==> src/rtl/multiply_divide_unit_pkg.sv <==
// multiply_divide_unit_pkg: operation and state encodings for the RV32M multiply/divide unit.
package multiply_divide_unit_pkg;
    typedef enum logic [2:0] {
        MD_MUL, MD_MULH, MD_MULHSU, MD_MULHU, MD_DIV, MD_DIVU, MD_REM, MD_REMU
    } md_op_t;
    typedef enum logic [1:0] {MD_IDLE, MD_CALC, MD_DONE} md_state_t;
endpackage

==> src/rtl/multiply_divide_unit.sv <==
// multiply_divide_unit: iterative RV32M multiply/divide, one product/quotient bit per cycle,
// sharing a single 2*WIDTH accumulator between shift-add multiply and restoring divide.
module multiply_divide_unit
    import multiply_divide_unit_pkg::*;
#(
    parameter int WIDTH     = 32,
    parameter bit EARLY_OUT = 1'b1
) (
    input  logic             CLK,
    input  logic             RST_N,
    input  logic             Start,
    input  md_op_t           MD_Control,
    input  logic [WIDTH-1:0] SrcA,
    input  logic [WIDTH-1:0] SrcB,
    input  logic             Flush,
    output logic             Busy,
    output logic             Done,
    output logic [WIDTH-1:0] Result
);
    localparam int CW = $clog2(WIDTH);
    md_state_t          state;
    md_op_t             op;
    logic [CW-1:0]      count;
    logic               last, neg, special;
    logic [WIDTH-1:0]   opnd, spec_val;
    logic [2*WIDTH-1:0] acc, acc_step, prod;
    logic               is_div, na, nb, b_zero, ovf, is_special, neg_in, ge;
    logic [WIDTH-1:0]   a_mag, b_mag, special_res, div_val, div_res, mul_res, final_res;
    logic [WIDTH:0]     mul_sum, rem_sh, rem_sub;
    always_comb begin
        is_div      = MD_Control[2];
        na          = MD_Control inside {MD_MUL, MD_MULH, MD_MULHSU, MD_DIV, MD_REM} && SrcA[WIDTH-1];
        nb          = MD_Control inside {MD_MUL, MD_MULH, MD_DIV, MD_REM} && SrcB[WIDTH-1];
        a_mag       = na ? -SrcA : SrcA;
        b_mag       = nb ? -SrcB : SrcB;
        b_zero      = SrcB == '0;
        ovf         = is_div && !MD_Control[0] && SrcA == {1'b1, {(WIDTH-1){1'b0}}} && &SrcB;
        is_special  = is_div && (b_zero || ovf);
        special_res = b_zero ? (MD_Control[1] ? SrcA : '1) : (MD_Control[1] ? '0 : SrcA);
        neg_in      = is_div && MD_Control[1] ? na : na ^ nb;
        // multiply consumes the multiplier LSB-first from the low half; divide shifts the dividend out of it
        mul_sum     = {1'b0, acc[2*WIDTH-1:WIDTH]} + {1'b0, acc[0] ? opnd : '0};
        rem_sh      = acc[2*WIDTH-1:WIDTH-1];
        rem_sub     = rem_sh - {1'b0, opnd};
        ge          = rem_sh >= {1'b0, opnd};
        acc_step    = op[2] ? {ge ? rem_sub[WIDTH-1:0] : rem_sh[WIDTH-1:0], acc[WIDTH-2:0], ge}
                            : {mul_sum, acc[WIDTH-1:1]};
        prod        = neg ? -acc : acc;
        mul_res     = op == MD_MUL ? prod[WIDTH-1:0] : prod[2*WIDTH-1:WIDTH];
        div_val     = op[1] ? acc[2*WIDTH-1:WIDTH] : acc[WIDTH-1:0];
        div_res     = neg ? -div_val : div_val;
        final_res   = special ? spec_val : op[2] ? div_res : mul_res;
    end
    assign Busy = state != MD_IDLE;
    assign Done = state == MD_DONE && !Flush;
    always_ff @(posedge CLK or negedge RST_N) begin
        if (!RST_N) begin
            state    <= MD_IDLE;
            op       <= MD_MUL;
            count    <= '0;
            last     <= 1'b0;
            neg      <= 1'b0;
            special  <= 1'b0;
            opnd     <= '0;
            spec_val <= '0;
            acc      <= '0;
            Result   <= '0;
        end else if (Flush) begin
            state <= MD_IDLE;
            last  <= 1'b0;
        end else begin
            case (state)
                MD_IDLE: if (Start) begin
                    op       <= MD_Control;
                    neg      <= neg_in;
                    special  <= is_special;
                    spec_val <= special_res;
                    opnd     <= is_div ? b_mag : a_mag;
                    acc      <= {{WIDTH{1'b0}}, is_div ? a_mag : b_mag};
                    count    <= CW'(WIDTH - 1);
                    last     <= 1'b0;
                    if (EARLY_OUT && is_special) begin
                        state  <= MD_DONE;
                        Result <= special_res;
                    end else begin
                        state <= MD_CALC;
                    end
                end
                // the extra cycle after the final step keeps the wide sign negation off the step adder path
                MD_CALC: if (last) begin
                    state  <= MD_DONE;
                    Result <= final_res;
                    last   <= 1'b0;
                end else begin
                    acc   <= acc_step;
                    count <= count - 1'b1;
                    last  <= count == '0;
                end
                default: state <= MD_IDLE;
            endcase
        end
    end
endmodule

==> config.mk <==
export PLATFORM = sky130hd
export DESIGN_NAME = multiply_divide_unit
export DESIGN_NICKNAME = d
export VERILOG_FILES = /design/src/rtl/multiply_divide_unit_pkg.sv /design/src/rtl/multiply_divide_unit.sv
export SDC_FILE = /design/constraint.sdc
export NUM_CORES = 1
export LEC_CHECK = 0
export CAP_MARGIN = 20
export CELL_PAD_IN_SITES_DETAIL_PLACEMENT = 0
export CELL_PAD_IN_SITES_GLOBAL_PLACEMENT = 2
export CORE_MARGIN = 2
export CORE_UTILIZATION = 35
export CTS_BUF_LIST = sky130_fd_sc_hd__clkbuf_8
export CTS_CLUSTER_SIZE = 14
export DETAILED_ROUTE_END_ITERATION = 10
export GPL_ROUTABILITY_DRIVEN = 0
export PLACE_DENSITY = 0.86
export SLEW_MARGIN = 20
export SYNTH_ARGS = -nofsm -noshare
export SYNTH_HDL_FRONTEND = slang
export SYNTH_SLANG_ARGS = --single-unit
==> constraint.sdc <==
create_clock -name CLK -period 6.5 [get_ports CLK]
set_input_delay 1.625 -clock CLK [delete_from_list [all_inputs] [get_ports CLK]]
set_output_delay 1.625 -clock CLK [all_outputs]
set_load 0.05 [all_outputs]
# == Yosys cells after proc, flatten, opt, wreduce, memory -nomap -nowiden ==
# Index checks and enable logic that the tools add are counted.
# op_classes
n_div,0
n_eq_ne,13
n_lt_le_gt_ge,1
n_addsub,7
mux,36
n_reduce_logical,27
n_bitwise,2
n_mul,0
shifts,0
# ops
op,count
32-bit 2-to-1 mux,17
64-bit 2-to-1 mux,4
64-bit case mux with 2 select lines,1
32-bit negator,3
64-bit negator,1
32-bit case mux with 2 select lines,1
32-bit by 32-bit adder with 33-bit output,1
33-bit by 32-bit greater-or-equal comparator with 1-bit output,1
32-bit equality test (second input constant),1
32-bit zero test,1
32-bit AND reduction,1
32-bit subtractor,1
5-bit 2-to-1 mux,2
5-bit case mux with 2 select lines,1
1-bit logical AND,8
2-bit 2-to-1 mux,4
2-bit != test (second input constant),4
3-bit equality test (second input constant),2
3-bit zero test,2
3-bit != test (second input constant),2
5-bit zero test,1
5-bit AND reduction,1
5-bit nonzero test,1
5-bit by 1-bit subtractor with 5-bit output (second input constant),1
other kinds (18),24
# word_totals
latchBits,0
mem_bits_ro,0
mem_count,0
word_cells,96
reg_bits,173
output_inout_bits,34
inputBits,71
mem_bits_rw,0

# == Longest topological paths before layout ==
# Gate-level depths: netlist of run 1.
# logic_depth
word_depth,10
mapped_depth,16
depth_no_buf,13

# == Least setup slack after synthesis of run 1 ==
# No wires, ideal clock.
# synth_timing
kind,in2out
startpoint,in Flush
endpoint,out Done
setup_slack_ns,1.914
stages,2
t_required_ns,4.875
arrival_time_ns,2.961
n_path_buf,1
cell_sequence,clkbuf_1 > nor3b_1
# synth_via
elab_chain_len,2
# synth_lines
element,line_no,source
from (decl),multiply_divide_unit.sv:15,"input logic Flush,"
1-bit zero test,multiply_divide_unit.sv:55,assign Done = state == MD_DONE && !Flush;
1-bit logical AND,multiply_divide_unit.sv:55,
to (decl),multiply_divide_unit.sv:17,"output logic Done,"
# No other way between the ends.

# == Final worst setup path of run 1 ==
# layout_timing
startpoint,in SrcA[10]
endpoint,reg Result[2]
# layout_via
elab_chain_len,7
# layout_lines
element,line_no,source
from (decl),multiply_divide_unit.sv:13,"input logic [WIDTH-1:0] SrcA,"
32-bit equality test,multiply_divide_unit.sv:37,"ovf = is_div && !MD_Control[0] && SrcA == {1'b1, {(WIDTH-1){1'b0}}} && &SrcB;"
1-bit logical AND (2 in a row),multiply_divide_unit.sv:37,
1-bit logical OR,multiply_divide_unit.sv:38,is_special = is_div && (b_zero || ovf);
1-bit logical AND,multiply_divide_unit.sv:38,
2-bit != test (no line),n/a,
5-bit AND reduction (no line),n/a,
to (signal assigned),multiply_divide_unit.sv:84,Result <= special_res;
to (signal assigned),multiply_divide_unit.sv:92,Result <= final_res;
to (decl),multiply_divide_unit.sv:18,output logic [WIDTH-1:0] Result
# No other way between the ends.
# A chain may end at the register's enable or synchronous reset.

==> metrics.md, run 1 <==
| Metric | Value |
|---|---|
| Clock insertion delay at the later pin of the skew report | `between 500 and 600 ps` |
| Htree depth | `4` |
| Hold_buf cts | `0` |
| Area growth syn-to-layout | `10.1%` |
| Die width | `about 230 um` |
| Drt via density | `between 6 and 7` |
| Antenna violations before repair | `3` |
| Placed cell area | `about 19000 um2` |
| Routed Wire Length | `roughly 70 mm` |
| Clk buf depth | `2` |
| Final TNS setup | `0 ps` |
| Via count | `roughly 18000` |
| Grt ovf | `0` |
| Num rows | `81` |
| Count leader, synth | `o21ai_0` |
| Largest net degree at the start of global routing | `roughly 110` |
| Met3 Use GR | `6.25%` |
| Post-CTS Setup Inserts | `0` |
| PwrDens | `between 300 and 400 nW/um2` |
| Gate Count Post-Synth | `between 2000 and 2500` |
| Syn avg cell area | `~7.4 um2` |
| Util after Layout | `38.8%` |
| Worst-path maximum fanout | `58` |
| IO Pins | `105` |
| WP data arrival | `5370 ps` |
| Clock sink count | `approximately 170` |
| Status | `finished, final reports clean` |
| Share of the yosys chip area belonging to registers | `between 20% and 30%` |
| Post-route DRC | `0` |
| Syn Nets | `2450` |
| Total internal power | `between 3 and 4 mW` |
| Maximum vdd drop | `between 0.15 and 0.2 mV` |
| Relative slew margins | `26.9%` |
| Comb power frac | `about 63%` |
| Post-route cell area | `between 15000 and 20000 um2` |
| Clock-pin slew on the worst setup and hold paths | `about 110 ps` |
| Flops & latches, synth | `173` |
| Vias in the first global route | `roughly 17000` |
| Hold Vio Cnt, Final | `0` |
| Sw Ratio | `53.6%` |
| FFs w/ async S/R, synth | `100%` |
| Mapped cell area | `17100 um2` |
| Period utilisation layout | `76.3%` |
| Yosys top cell by area | `dfrtp_1` |
| Share of cells above drive strength 1 | `about 5.5%` |
| M2 GR Usage | `around two fifths` |
| Total routing usage reported by global routing | `~28%` |
| Worst-Margin Slew | `approximately 1100 ps` |
| Critical Path Source | `SrcA[10]` |
| Post-route ant nets | `0` |
| Synth warn | `0` |
| Predominant post-synthesis flop cell | `dfrtp_1` |
| First-pass GRT wire length | `about 110 mm` |
| CTS tree | `built` |
| Grt met1 use | `a little under two fifths` |
| Ranking of synthesized cells by area | `dfrtp_1 (25%), o21ai_0 (7.4%), a21oi_1 (6.7%)` |
| Worst flop-to-flop path startpoint | `acc[0]$_DFFE_PN0P_` |
| Hold_sp | `Result[3]$_DFFE_PN0P_` |
| Critical path data required time | `between 6000 and 7000 ps` |
| Total iterations of the first detailed-routing run | `6` |
| Final Setup Violations | `0` |
| Die Ht | `roughly 230 um` |
| Pins Over Slew Limit | `0` |
| Gr busiest metal | `met2` |
| Initial Util | `between 30% and 40%` |
| Post-synthesis cell type count | `78` |
| Net total in the final layout | `roughly 2400` |
| Sequential share of power | `around a quarter` |
| EDFF count, synth | `0` |
| Core region area | `48600 um2` |
| Top cells by count, synth | `o21ai_0 (255), nand2_1 (240), a21oi_1 (229)` |
| Die area | `50700 um2` |
| Crit. End Element | `register` |
| Hpwl dp | `~54 mm` |
| CTS buffer count | `17` |
| Hold Crit Class | `reg2reg` |
| RSZ-0062 raised after global routing | `no` |
| Clock Skew | `approximately 25 ps` |
| Final non-filler cell total | `approximately 2900` |
| DRT iter0 DRCs | `roughly 1700` |
| Max Fclk | `just over 0.2 GHz` |
| Placed Cells | `~2900` |
| Post-cts gate resize count | `0` |
| Top-area cell type share of the netlist area | `~25%` |
| Root buf cell | `clkbuf_8` |
| Hold WS | `just under 500 ps` |
| Net Switching | `between 3 and 4 mW` |
| Tmin final | `a little under 5000 ps` |
| Lkg Pwr | `between 7 and 8 nW` |
| Critical path class | `in2reg` |
| Routed length per instance | `between 20 and 25 um` |
| Kind of start point of the critical path | `input port` |
| Clock power frac | `about a tenth` |
| Reported max-cap violation count | `0` |
| PortBufs | `between 100 and 150` |
layout by cell type (no fill, tap or decap), drive strengths merged, types with 11 or more instances in the layout:
| cell | instances |
|---|---|
| nand2 | 240 |
| nor2 | 227 |
| mux2i | 84 |
| clkbuf | 17 |
| xor2 | 83 |
| a22oi | 18 |
| a21o | 32 |
| ha | 71 |
| nand2b | 16 |
| or2 | 12 |
| o41ai | 20 |
| a211oi | 16 |
| xnor2 | 114 |
| o211ai | 16 |
| o221ai | 12 |
| or3 | 17 |
| and3 | 14 |
| a221oi | 11 |
| dfrtp | 173 |
| a31oi | 24 |
| or4 | 19 |
| nor3 | 68 |
| o31ai | 26 |
| a21oi | 229 |
| o21ai | 256 |
| buf | 39 |
| nor4 | 25 |
| nand3 | 40 |
| nand4 | 23 |
| mux2 | 18 |
| inv | 75 |
| clkdlybuf4s50 | 102 |
power by group through the flow:
stage | registers, mW | clock network, mW | logic [mW]
after CTS | 1.91 | 0.768 | 4.51
after floorplan | 1.54 | 0 | 3.54
after global placement | 1.93 | 0 | 4.46
final | 1.94 | 0.753 | 4.58
after global routing | 1.96 | 0.809 | 5.05
after detailed placement | 1.93 | 0 | 4.48
area by class of cell:
| class | count | area, um2 |
|---|---|---|
| diodes | 1 | 2.50 |
| well taps | 622 | 778 |
| multi-input cells | 1877 | 11800 |
| inverters | 70 | 263 |
| repair buffers | 141 | 1320 |
| clock inverters | 15 | 119 |
| clock buffers | 17 | 234 |
| fillers | 5113 | 29800 |
| flip-flops and latches | 173 | 4330 |
final timing paths:
check / to / slack [ps] / depth (start not counted)
max: Result[2]$_DFFE_PN0P_ / 1540 / 10
min: Result[3]$_DFFE_PN0P_ / 490 / 2
max reg2reg: Result[22]$_DFFE_PN0P_ / 1900 / 12
min reg2reg: Result[3]$_DFFE_PN0P_ / 490 / 2
max in group asynchronous: acc[38]$_DFFE_PN0P_ / 3970 / 2
min in group asynchronous: spec_val[27]$_DFFE_PN0P_ / 1180 / 1
worst max-delay path, stage by stage:
cell,delay (ps)
clkdlybuf4s50_1,520
nor4_1,610
nand4b_1,240
or4_1,590
nor3b_1,390
a41oi_1,270
o21a_2,280
buf_4,290
inv_2,190
mux2_2,340
state kept, by name (all words and copies together), names as in the netlist:
name / flops
acc: 64
Result: 32
opnd: 32
spec_val: 32
count: 5
op: 3
state: 2
last: 1
neg: 1
special: 1
through the flow:
stage	setup slack (ps)	power [mW]
after floorplan	1910	5.08
after global placement	1200	6.39
after detailed placement	1030	6.41
after CTS	1540	7.19
after global routing	1260	7.82
final	1540	7.27
metal layers:
| metal | part of all wire (%) | wire length (um) | vias up |
|---|---|---|---|
| li1 | - | - | 8293 |
| met1 | 44 | 30700 | 8557 |
| met2 | 43 | 30400 | 757 |
| met3 | 8.4 | 5890 | 115 |
| met4 | 4.5 | 3150 | 0 |
| met5 | 0 | 0 | - |
kinds of logic after synthesis:
family	after synthesis	synth area share [%]
XOR/XNOR	197	10.1
flip-flops	173	25.3
adder cells (fa/ha/maj)	73	5.42
buffers and inverters	256	5.91
multiplexers	102	6.09
AND/OR/NAND/NOR	746	20.2
AO/OA/AOI/OAI	759	27.0
(Power assumes the default switching activity.)
==> run 2, diff against run 1 <==
- CORE_UTILIZATION: 35 -> 33
- PLACE_DENSITY: 0.86 -> 0.85
- clock period: 6.5 -> 4.2 ns (I/O delays scaled with it)
==> run 2 against run 1 <==
Compared with the run above:
- routed wire length grew 2.9%
- global-route usage is 1.0 points lower
- via count grew 3.3%
- total power grew 62%
- sequential share of layout area fell by 1.2 points
- critical path depth is 3 higher
- clock skew down 1.3 ps
- core utilization hardly changed
==> metrics.md, run 2 (synthesis results as in run 1) <==
| Metric | Value |
|---|---|
| Initial Util | `33.4%` |
| Post-CTS Setup Inserts | `0` |
| Die area | `53800 um2` |
| Reported max-cap violation count | `0` |
| Share of cells above drive strength 1 | `between 10% and 20%` |
| Routed length per instance | `23.4 um` |
| PortBufs | `roughly 100` |
| Critical path class | `reg2reg` |
| Net total in the final layout | `around 2500` |
| Top reg by flops | `acc` |
| Die Ht | `about 230 um` |
| Relative slew margins | `32.9%` |
| Clock insertion delay at the later pin of the skew report | `520 ps` |
| Placed cell area | `between 15000 and 20000 um2` |
| Worst flop-to-flop path startpoint | `acc[0]$_DFFE_PN0P_` |
| First-pass GRT wire length | `108 mm` |
| Max reg flops | `64` |
| Die width | `roughly 230 um` |
| Util after Layout | `38.8%` |
| Max Fclk | `approximately 0.25 GHz` |
| Total iterations of the first detailed-routing run | `7` |
| Kind of start point of the critical path | `register` |
| Worst slack at placement | `approximately 24 ps` |
| Total routing usage reported by global routing | `26.6%` |
| RSZ-0062 raised after global routing | `no` |
| Period utilisation layout | `94.5%` |
| WP data arrival | `approximately 4400 ps` |
| Worst-Margin Slew | `1010 ps` |
| Worst R2R Path Depth | `13` |
| Core region area | `between 50000 and 60000 um2` |
| Critical path data required time | `about 4600 ps` |
| Post-route ant nets | `0` |
| Final TNS setup | `0 ps` |
| Worst-path maximum fanout | `7` |
| Hold_buf cts | `0` |
| Maximum vdd drop | `~0.35 mV` |
| Post-route DRC | `0` |
| Post-cts gate resize count | `0` |
| Worst setup margin | `about 230 ps` |
| Critical Path Source | `acc[0]$_DFFE_PN0P_` |
| Hpwl dp | `approximately 56 mm` |
| Commonest non-fill, non-tap cells in the layout | `o21ai_0 (255), nand2_1 (240), a21oi_1 (229)` |
| Clock Skew | `roughly 23 ps` |
| DRT iter0 DRCs | `between 2000 and 2500` |
| Hold Crit Class | `reg2reg` |
| Final Setup Violations | `0` |
| Crit. End Element | `register` |
| Clk buf depth | `2` |
| Via count | `18300` |
| Clock-pin slew on the worst setup and hold paths | `100 ps` |
| Grt ovf | `0` |
| Vias in the first global route | `17300` |
| CTS buffer count | `17` |
| Root buf cell | `clkbuf_8` |
| Crit path capture | `Result[2]$_DFFE_PN0P_` |
| Most common cell after layout, fill and taps aside | `o21ai_0` |
| Largest net degree at the start of global routing | `86` |
| PwrDens | `around 590 nW/um2` |
| Routed Wire Length | `approximately 72 mm` |
| Tmin final | `just under 4000 ps` |
| Status | `finished, final reports clean` |
| Post-route cell area | `19900 um2` |
| Drt via density | `between 5 and 6` |
| Area growth syn-to-layout | `16.2%` |
| IO Pins | `about 110` |
| Antenna violations before repair | `2` |
| Htree depth | `4` |
| Lkg Pwr | `between 8 and 9 nW` |
| Hold Vio Cnt, Final | `0` |
| CTS tree | `built` |
| FF-to-FF setup slack | `230 ps` |
| Clock sink count | `roughly 170` |
| Num rows | `83` |
| Pins Over Slew Limit | `0` |
| Worst r2r dst | `Result[2]$_DFFE_PN0P_` |
-- run 2: metrics by stage --
step	hold WS, ps	power [mW]	std cells
floorplan	445	7.87	2306
global placement	458	10.3	3054
detailed placement	472	10.3	3054
CTS	492	11.6	3086
global route	512	12.6	3086
finish	487	11.8	3087
-- run 2: worst min-delay path by stage --
stage / from / cells past startpoint / endpoint / slack [ps]
floorplan: spec_val[25]$_DFFE_PN0P_ / 2 / spec_val[25]$_DFFE_PN0P_ / 440
global placement: spec_val[25]$_DFFE_PN0P_ / 2 / spec_val[25]$_DFFE_PN0P_ / 460
detailed placement: opnd[5]$_DFFE_PN0P_ / 2 / opnd[5]$_DFFE_PN0P_ / 470
CTS: opnd[5]$_DFFE_PN0P_ / 2 / opnd[5]$_DFFE_PN0P_ / 490
global route: spec_val[25]$_DFFE_PN0P_ / 2 / spec_val[25]$_DFFE_PN0P_ / 510
finish: opnd[6]$_DFFE_PN0P_ / 2 / opnd[6]$_DFFE_PN0P_ / 490
-- run 2: critical path, stage by stage (launching register included) --
cell and delay, ps:
dfrtp_1 490, inv_1 220, buf_4 190, ha_1 210, nor3b_1 200, buf_4 180
and4_1 280, nand3_1 200, or3_1 510, o41ai_1 410, xnor2_1 150, o21ai_0 370
o21ai_0 140, mux2_2 290
-- run 2: layout make-up --
type                            count  area, um2
Fill cell                        5383      31400
Timing Repair Buffer              254       2230
Clock buffer                       20        275
Antenna cell                        1       2.50
Tap cell                          680        851
Clock inverter                     12        138
Multi-Input combinational cell   1877      11800
Inverter                           70        263
Sequential cell                   173       4330
-- run 2: routing by layer --
metal / wire (um) / vias to the layer above / GRT usage [%] / share of wire [%]
met5: 0 / - / 0 / 0
met4: 2630 / 0 / 10.0 / 3.6
met3: 6250 / 111 / 4.99 / 8.6
met2: 31500 / 859 / 40.2 / 44
met1: 31900 / 8828 / 37.3 / 44
li1: - / 8510 / - / -
-- run 2: report_power, final --
part           internal, mW  leakage [nW]  switching (mW)  total, mW
Sequential             2.04          2.18           0.561       2.60
Clock                 0.581         0.205           0.709       1.29
Combinational          3.06          5.96            4.86       7.92
Total                  5.68          8.34            6.13       11.8
